**src/rtl/firebird7_in_gate2_tessent_ijtag_shift_engine.sv**
```systemverilog
// IJTAG network initiator for the gate2 instrument segment.
// Takes host scan commands, sequences sel/ce/se/ue/si into the local
// SIB/TDR chain, collects ijtag_so and returns it as a response.
// Optional build macro: FIREBIRD7_IJTAG_ENGINE_SETTLE_EN adds a 2-cycle
// SETTLE state (sel held, enables low) after UPDATE.
module firebird7_in_gate2_tessent_ijtag_shift_engine #(
  parameter int MAX_BITS = 64,
  parameter int LEN_W    = 7
) (
  input  logic                ijtag_tck,
  input  logic                ijtag_reset,
  input  logic                cmd_valid,
  output logic                cmd_ready,
  input  logic [LEN_W-1:0]    cmd_len,
  input  logic                cmd_capture,
  input  logic                cmd_update,
  input  logic [MAX_BITS-1:0] cmd_data,
  output logic                rsp_valid,
  input  logic                rsp_ready,
  output logic [MAX_BITS-1:0] rsp_data,
  output logic                rsp_err,
  output logic                ijtag_sel,
  output logic                ijtag_ce,
  output logic                ijtag_se,
  output logic                ijtag_ue,
  output logic                ijtag_si,
  input  logic                ijtag_so
);

  localparam int              IDX_W   = $clog2(MAX_BITS);
  localparam logic [LEN_W-1:0] MAX_LEN = LEN_W'(MAX_BITS);

  typedef enum logic [2:0] {
    ST_IDLE, ST_CAPTURE, ST_SHIFT, ST_UPDATE, ST_SETTLE, ST_RESP
  } state_t;

  // Saturate a requested scan length to the data-vector width.
  function automatic logic [LEN_W-1:0] sat_len(input logic [LEN_W-1:0] len);
    return (len > MAX_LEN) ? MAX_LEN : len;
  endfunction

  state_t              state_q, state_d;
  logic [LEN_W-1:0]    len_q, cnt_q, eff_len;
  logic                upd_q, err_q;
  logic [MAX_BITS-1:0] tx_q, tx_d, rx_q;
  logic                accept, shift_last;
  logic                sel_d, ce_d, se_d, ue_d, si_d, rsp_valid_d, cmd_ready_d;
`ifdef FIREBIRD7_IJTAG_ENGINE_SETTLE_EN
  logic                settle_q;
`endif

  assign eff_len    = sat_len(cmd_len);
  assign accept     = (state_q == ST_IDLE) && cmd_valid && cmd_ready;
  assign shift_last = (cnt_q == len_q - LEN_W'(1));

  // State register.
  always_ff @(posedge ijtag_tck or negedge ijtag_reset) begin
    if (!ijtag_reset) state_q <= ST_IDLE;
    else              state_q <= state_d;
  end

  // Next-state: walk CAPTURE -> SHIFT -> UPDATE, skipping disabled phases.
  always_comb begin
    state_d = state_q;
    case (state_q)
      ST_IDLE: begin
        if (accept) begin
          if (cmd_capture)          state_d = ST_CAPTURE;
          else if (eff_len != '0)   state_d = ST_SHIFT;
          else if (cmd_update)      state_d = ST_UPDATE;
          else                      state_d = ST_RESP;
        end
      end
      ST_CAPTURE: begin
        if (len_q != '0)            state_d = ST_SHIFT;
        else if (upd_q)             state_d = ST_UPDATE;
        else                        state_d = ST_RESP;
      end
      ST_SHIFT: begin
        if (shift_last)             state_d = upd_q ? ST_UPDATE : ST_RESP;
      end
`ifdef FIREBIRD7_IJTAG_ENGINE_SETTLE_EN
      ST_UPDATE:                    state_d = ST_SETTLE;
      ST_SETTLE: begin
        if (settle_q)               state_d = ST_RESP;
      end
`else
      ST_UPDATE:                    state_d = ST_RESP;
`endif
      ST_RESP: begin
        if (rsp_ready)              state_d = ST_IDLE;
      end
      default:                      state_d = ST_IDLE;
    endcase
  end

  // Next shift-out vector; si is taken from it so si is registered too.
  always_comb begin
    tx_d = tx_q;
    if (accept)                     tx_d = cmd_data;
    else if (state_q == ST_SHIFT)   tx_d = tx_q >> 1;
  end

  // Output decode from the next state, registered below.
  always_comb begin
    sel_d       = 1'b0;
    ce_d        = 1'b0;
    se_d        = 1'b0;
    ue_d        = 1'b0;
    si_d        = 1'b0;
    rsp_valid_d = 1'b0;
    cmd_ready_d = 1'b0;
    case (state_d)
      ST_IDLE:    cmd_ready_d = 1'b1;
      ST_CAPTURE: begin sel_d = 1'b1; ce_d = 1'b1; end
      ST_SHIFT:   begin sel_d = 1'b1; se_d = 1'b1; si_d = tx_d[0]; end
      ST_UPDATE:  begin sel_d = 1'b1; ue_d = 1'b1; end
      ST_SETTLE:  sel_d = 1'b1;
      ST_RESP:    rsp_valid_d = 1'b1;
      default:    cmd_ready_d = 1'b0;
    endcase
  end

  // Registered network and handshake outputs.
  always_ff @(posedge ijtag_tck or negedge ijtag_reset) begin
    if (!ijtag_reset) begin
      ijtag_sel <= 1'b0;
      ijtag_ce  <= 1'b0;
      ijtag_se  <= 1'b0;
      ijtag_ue  <= 1'b0;
      ijtag_si  <= 1'b0;
      rsp_valid <= 1'b0;
      cmd_ready <= 1'b1;
    end else begin
      ijtag_sel <= sel_d;
      ijtag_ce  <= ce_d;
      ijtag_se  <= se_d;
      ijtag_ue  <= ue_d;
      ijtag_si  <= si_d;
      rsp_valid <= rsp_valid_d;
      cmd_ready <= cmd_ready_d;
    end
  end

  // Command latch, shift counter and receive vector.
  always_ff @(posedge ijtag_tck or negedge ijtag_reset) begin
    if (!ijtag_reset) begin
      len_q <= '0;
      cnt_q <= '0;
      upd_q <= 1'b0;
      err_q <= 1'b0;
      rx_q  <= '0;
    end else if (accept) begin
      len_q <= eff_len;
      cnt_q <= '0;
      upd_q <= cmd_update;
      err_q <= (cmd_len > MAX_LEN);
      rx_q  <= '0;
    end else if (state_q == ST_SHIFT) begin
      rx_q[cnt_q[IDX_W-1:0]] <= ijtag_so;
      cnt_q <= cnt_q + LEN_W'(1);
    end
  end

  // Shift-out data needs no reset: si is only driven from it inside SHIFT.
  always_ff @(posedge ijtag_tck) begin
    tx_q <= tx_d;
  end

`ifdef FIREBIRD7_IJTAG_ENGINE_SETTLE_EN
  // Marks the second SETTLE cycle.
  always_ff @(posedge ijtag_tck or negedge ijtag_reset) begin
    if (!ijtag_reset) settle_q <= 1'b0;
    else              settle_q <= (state_q == ST_SETTLE) && !settle_q;
  end
`endif

  assign rsp_data = rx_q;
  assign rsp_err  = err_q;

endmodule

```
**config.mk**
```make
export PLATFORM = sky130hd
export DESIGN_NAME = firebird7_in_gate2_tessent_ijtag_shift_engine
export DESIGN_NICKNAME = d
export VERILOG_FILES = /design/src/rtl/firebird7_in_gate2_tessent_ijtag_shift_engine.sv
export SDC_FILE = /design/constraint.sdc
export NUM_CORES = 1
export LEC_CHECK = 0
export CAP_MARGIN = 20
export CORE_AREA = 2 2 156 158
export CTS_CLUSTER_SIZE = 24
export DETAILED_ROUTE_END_ITERATION = 10
export DIE_AREA = 0 0 158 160
export GPL_TIMING_DRIVEN = 0
export PLACE_DENSITY = 0.55
export SLEW_MARGIN = 30
export SYNTH_ARGS = -nofsm -noshare
export SYNTH_HDL_FRONTEND = slang
export SYNTH_SLANG_ARGS = --single-unit
```
**constraint.sdc**
```tcl
create_clock -name ijtag_tck -period 9 [get_ports ijtag_tck]
set_clock_uncertainty 0.2 [all_clocks]
set_input_delay 1.8 -clock ijtag_tck [delete_from_list [all_inputs] [get_ports ijtag_tck]]
set_output_delay 1.8 -clock ijtag_tck [all_outputs]
set_load 0.01 [all_outputs]
```
-- Yosys cells after proc, flatten, opt, wreduce, memory -nomap -nowiden
Index checks and enable logic that the tools add are counted.
Widths: inputs -> output; s select.
- add/sub/neg operators: 2
- order comparisons: 3
- eq/ne operators: 10
- muxes and demuxes: 26
- reduce and logical (&&, ||, !) cells: 9
- operators by type and width (operator ; number):
    $mux 64 ; 4
    $bwmux 64 ; 1
    $mux 3 ; 8
    $mux 7 ; 3
    $pmux 3 s5 ; 1
    $reduce_bool 7->1 ; 2
    $eq 3x2->1 const B ; 4
    $eq 3x3->1 const B ; 3
    $mux 1 ; 8
    $add 7x1->7 const B ; 1
    $eq 7x7->1 ; 1
    $gt 7x7->1 const B ; 1
    $lt 6x7->1 const B ; 1
    $sub 7x1->7 const B ; 1
    $demux 1 s6 ; 1
    $eq 3x1->1 const B ; 2
    $ge 6x1->1 const B ; 1
    $logic_not 3->1 ; 2
    $reduce_or 4->1 ; 1
    $logic_and 1x1->1 ; 3
    $reduce_bool 2->1 ; 1
- bits in registers: 154
- output and inout port bits: 72
- logic and storage cells: 65

-- Depth between registers and ports, before layout
- word-level depth: 10
- mapped depth: 7
- gate-level depth less buffers: 7

-- Worst setup path before layout
Ideal clock, no wire load.
- path kind: input port to flip-flop
- from: input port cmd_valid
- to: register ijtag_si
- arrival time: 7374 ps
- data required time: 8689 ps
- setup slack: 1315 ps
- stages on the path: 4
- cell sequence: nand2_1 > a21boi_0 > o22ai_1 > nor4_2
- word-level cells in the longest chain between the ends: 6
- ends and longest elaborated chain (what ; RTL line ; text):
    from (decl) ; 12 ; input logic cmd_valid,
    $logic_and 1x1->1 * (2 in series) ; 53 ; assign accept = (state_q == ST_IDLE) && cmd_valid && cmd_ready;
    $mux 3 ; 67 ; if (accept) begin
    $pmux 3 s5 ; 65 ; case (state_q)
    $eq 3x2->1 ; 113 ; case (state_d)
    $mux 1 * ; 113 ;
    named net si_d ; 47 ; logic sel_d, ce_d, se_d, ue_d, si_d, rsp_valid_d, cmd_ready_d;
    to (signal assigned) ; 139 ; ijtag_si <= si_d;
    to (decl) ; 26 ; output logic ijtag_si,
Mark *: on every way through the listed nets, which the timed path passes. The rest lies on a longest branch.
A chain may end at the register's enable or synchronous reset.

-- Final worst setup path
- from: input port cmd_valid
- to: register cnt_q[6]
- word-level cells in the longest chain between the ends: 3
- ends and longest elaborated chain (what ; RTL line ; text):
    $logic_and 1x1->1 * (2 in series) ; 53 ;
    $mux 7 or $reduce_bool 2->1 (tied branches) ; - ;
    to (signal assigned) ; 161 ; cnt_q <= cnt_q + LEN_W'(1);
    to (decl) ; 43 ; logic [LEN_W-1:0] len_q, cnt_q, eff_len;
Mark *: on every way between the ends. The rest lies on a longest branch, timed or not.

==> results.txt <==
The flow ran to the end, and the final reports show no timing, DRC or antenna violations. After legalization and detailed placement, the total HPWL measured 12.64 mm. The number of primary I/O pins was 150; the number of max-cap violations was 0. The post-layout net count is 851. The clock input transition at the sequential cells of the worst setup and hold paths is 0.06 ns, and the number of global-route vias before repair is 5042.

Summed over all layers, the global routing overflow is 0. The path with the worst hold slack has its endpoint at rsp_err$_DFFE_PN0P_. The final layout contains routed wiring with a total length of 18.35 mm. Largest incremental delay on the critical path: 0.52 ns. Combinational logic burns 37.8% of the power. The share of total power dissipated in the clock network is 22.4%.

The largest total area in the synthesized netlist belongs to sky130_fd_sc_hd__dfrtp_1. The number of flip-flops and latches in the synthesized netlist was 154; the number of diodes was 0. At the end of routability-driven placement, the weighted congestion stood at 0.7619.

A synthesized cell averages 11.66 µm². The pre-antenna-repair detailed-routing pass consisted of 4 iterations. The highest ir drop seen on vdd is 0.0001247 V. The beginning of the worst register-to-register path was state_q[0]$_DFF_PN0_.

The net load switching power is 1.082 mW, and the power density of the placed cells is 320.6 mW/mm². The register-to-register setup slack is 6.18 ns. The first global-routing pass estimated 28.74 mm of wire. The tightest hold path in the finished design has a slack of 0.2996 ns. The filler cell count came out at 2353.

For this run, the number of standard cells in the final layout without fillers is 1107. For the data arrival time at the worst-slack endpoint, the log shows 4.19 ns. The tools report the standby leakage power as 4.195 nW. The number of DRC violations after detailed-routing iteration 0 was 317.

Entering global routing, the biggest net connects 55 pins. The fraction of synthesis flops using an asynchronous set or reset pin is 58.44%, and the number of enable flip-flop cells after synthesis is 63. Among the stages of the critical path, the cell type that occurs most often is sky130_fd_sc_hd__clkbuf_1. In this run, placement finished with an instance count of 1075. Minimum period implied by the final worst setup slack: 4.114 ns. The worst hold path depth is 2. CTS saw 154 sinks.

The core region is 0.02382 mm². The type of element launching the critical path is an input pin. In the routed design, unresolved DRC markers number 0. The ratio of cells with drive above 1 in the final layout is 8.557%, and the required time of the worst setup path is 9.08 ns. The cell depth of the worst flop-to-flop path is 7, and the share of synthesized area occupied by flip-flops and latches is 59.65%. Headroom to the max-slew limit came out at 37.92%. The critical path goes through clkdlybuf4s50_1 > nand2_1 > nor4_1 > clkbuf_1 > clkbuf_1 > clkbuf_1 > nor2_1.

Sorting the synthesized cells by area gives the leading types as sky130_fd_sc_hd__dfrtp_1 32%, sky130_fd_sc_hd__edfxtp_1 27%, sky130_fd_sc_hd__mux2i_1 7.9%. The final period utilization came out at 45.71%. The area growth from synthesis to layout is 37.11%. Initial cell density of the core: 29.32%. Gates resized during post-CTS repair numbered 0.

The die height was 160 µm. Input and output buffers added on the ports amount to 148. For the number of post-CTS setup repair buffers, the log shows 0. Buffers inserted during clock tree synthesis total 17. The logs give 2 for the number of antenna violations at the first check in global routing and 0 for the number of max-slew violations in the final report.

Among all stages on the critical path, the largest delay is contributed by sky130_fd_sc_hd__clkbuf_1. For the setup violation total in the final timing report, the log shows 0. Counting distinct cell types in the post-synthesis netlist gives 55.

Based on the critical path, the design can be clocked at up to 243.1 MHz. By count the netlist is led by 89 x sky130_fd_sc_hd__dfrtp_1, 81 x sky130_fd_sc_hd__nand2_1, 76 x sky130_fd_sc_hd__nor2_1, 63 x sky130_fd_sc_hd__edfxtp_1, 62 x sky130_fd_sc_hd__a22o_1. TritonCTS built the clock tree. The end of the worst register-to-register path is rsp_data[58]$_DFFE_PN0P_. In this run the core area contains 57 standard-cell rows. For the number of nets produced by synthesis, the log shows 680. The final hold violation count is 0, and the routed wire length per instance is 16.58 µm. The total routing usage reported by global routing is 14.86%.

The buffer cell driving the clock tree root was sky130_fd_sc_hd__clkbuf_16. The worst setup path is of the in -> reg kind. The width of the die is 158 µm.

The measured slew at the worst slew-check pin is 0.9262 ns. Among all flip-flop cells after synthesis, the most frequent one is sky130_fd_sc_hd__dfrtp_1. Counting along the longest clock path gives a buffer depth of 2.

The most common cell in the synthesized netlist is sky130_fd_sc_hd__dfrtp_1. The tools report the internal power as 1.987 mW. The worst hold path belongs to the class reg -> reg.

Once detail routing completed, the nets flagged for antenna violations numbered 0. Registers are responsible for 39.9% of the overall power. The share of synthesized area in the top cell type comes to 31.89%. Kind of end point of the critical path: a flip-flop.

The die covers 0.02528 mm². Of all nets on the critical path, the largest fanout is 10. The via count normalized by instance count is 4.666. The clock tree synthesis step divided the H-tree into 4 levels. In the synthesized netlist, the number of instances is 599. The switching power as a share of total power came out at 35.25%.

For the worst-skew pair, the clock arrives at the later sink with an insertion delay of 0.42 ns. In this run the cell area of the synthesized design comes to 0.006983 mm². Setup repair after global routing left no endpoint under its margin. For the warning count from the yosys run, the log shows 0. The tools report the number of buffers inserted by hold repair at cts as 0. The worst hold path begins at rsp_err$_DFFE_PN0P_. Summing over every cut layer, the via total after detailed routing is 5165.
[sequential cells by signal (all words and copies together) (netlist names)]
register and cells:
len_q 7, ijtag_ue 1, rsp_data 64, ijtag_se 1, rsp_valid 1, cmd_ready 1, ijtag_ce 1, ijtag_sel 1
tx_q 64, rsp_err 1, state_q 3, cnt_q 7, ijtag_si 1, upd_q 1
[how the worst max path moves through the flow]
stage | startpoint | end | cells after the start | slack, ns
after floorplan | cmd_valid | ijtag_si$_DFF_PN0_ | 4 | 1.31
after global placement | cmd_valid | ijtag_si$_DFF_PN0_ | 5 | -2.13
after detailed placement | cmd_valid | cnt_q[4]$_DFFE_PN0P_ | 7 | 4.32
after CTS | cmd_valid | rsp_data[52]$_DFFE_PN0P_ | 7 | 4.73
after global routing | cmd_valid | rsp_data[51]$_DFFE_PN0P_ | 7 | 4.57
final | cmd_valid | cnt_q[6]$_DFFE_PN0P_ | 7 | 4.89
[worst max-delay path, delay by kind of cell]
family	cells	cell delay, ns
AND/OR/NAND/NOR	3	0.40
buffers and inverters	4	1.99
[layer usage]
metal / vias to the layer above / routed length (µm) / global-route usage (%)
met5: - / 24 / 0
met4: 4 / 214 / 3.890
met3: 19 / 1180 / 5.427
met2: 131 / 8368 / 22.61
met1: 2514 / 8560 / 20.03
li1: 2497 / - / -
[cells in the final DEF (no fill, tap or decap), drive strengths merged, types with 11 or more instances in the layout]
cell type | Yosys | routed
nand2 | 81 | 81
mux2i | 55 | 55
buf | 13 | 18
a22o | 62 | 62
clkbuf | 31 | 51
clkdlybuf4s50 | 0 | 147
nor3 | 11 | 11
edfxtp | 63 | 63
dfrtp | 89 | 89
inv | 8 | 14
nand3 | 14 | 14
nor2 | 76 | 76
[power by group through the flow]
stage                     registers, mW  clock network [mW]  logic [mW]
after floorplan                    1.26                   0       0.669
after global routing               1.25               0.738        1.27
after global placement             1.29                   0        1.09
final                              1.22               0.687        1.16
after CTS                          1.23               0.704        1.18
after detailed placement           1.23                   0        1.18
[cell type report]
| type | instances | area, µm² | share of cell area, % |
|---|---|---|---|
| clock inverter | 12 | 113.9 | 1.189 |
| timing repair buffer | 152 | 1580 | 16.51 |
| multi-input combinational | 392 | 2665 | 27.84 |
| clock buffer | 20 | 436.7 | 4.561 |
| sequential | 154 | 4165 | 43.50 |
| inverter | 9 | 33.78 | 0.3528 |
| buffer | 44 | 173.9 | 1.817 |
| tap | 324 | 405.4 | 4.234 |
[logic make-up (layout without fill, tap and decap cells)]
kind of cell	after synthesis	in the layout	share of synthesized area [%]
AOI/OAI and AO/OA	97	97	11.93
and+or+nand+nor	222	222	15.14
DFF	154	154	59.65
adders and majority gates	3	3	0.5376
xor gates and xnor gates	15	15	1.881
buffers and inverters	53	237	2.974
muxes	55	55	7.884
[per-stage QoR]
step	power (mW)	area, µm²	setup WS [ns]	setup TNS (ns)	utilization [%]
global placement	2.386	8870	-2.128	-109.50	37.24
CTS	3.106	9558	4.733	0	40.13
global route	3.267	9574	4.575	0	40.19
finish	3.069	9574	4.886	0	40.19
floorplan	1.929	6983	1.315	0	-
detailed placement	2.408	9007	4.324	0	37.81
(Power assumes the default switching activity.)
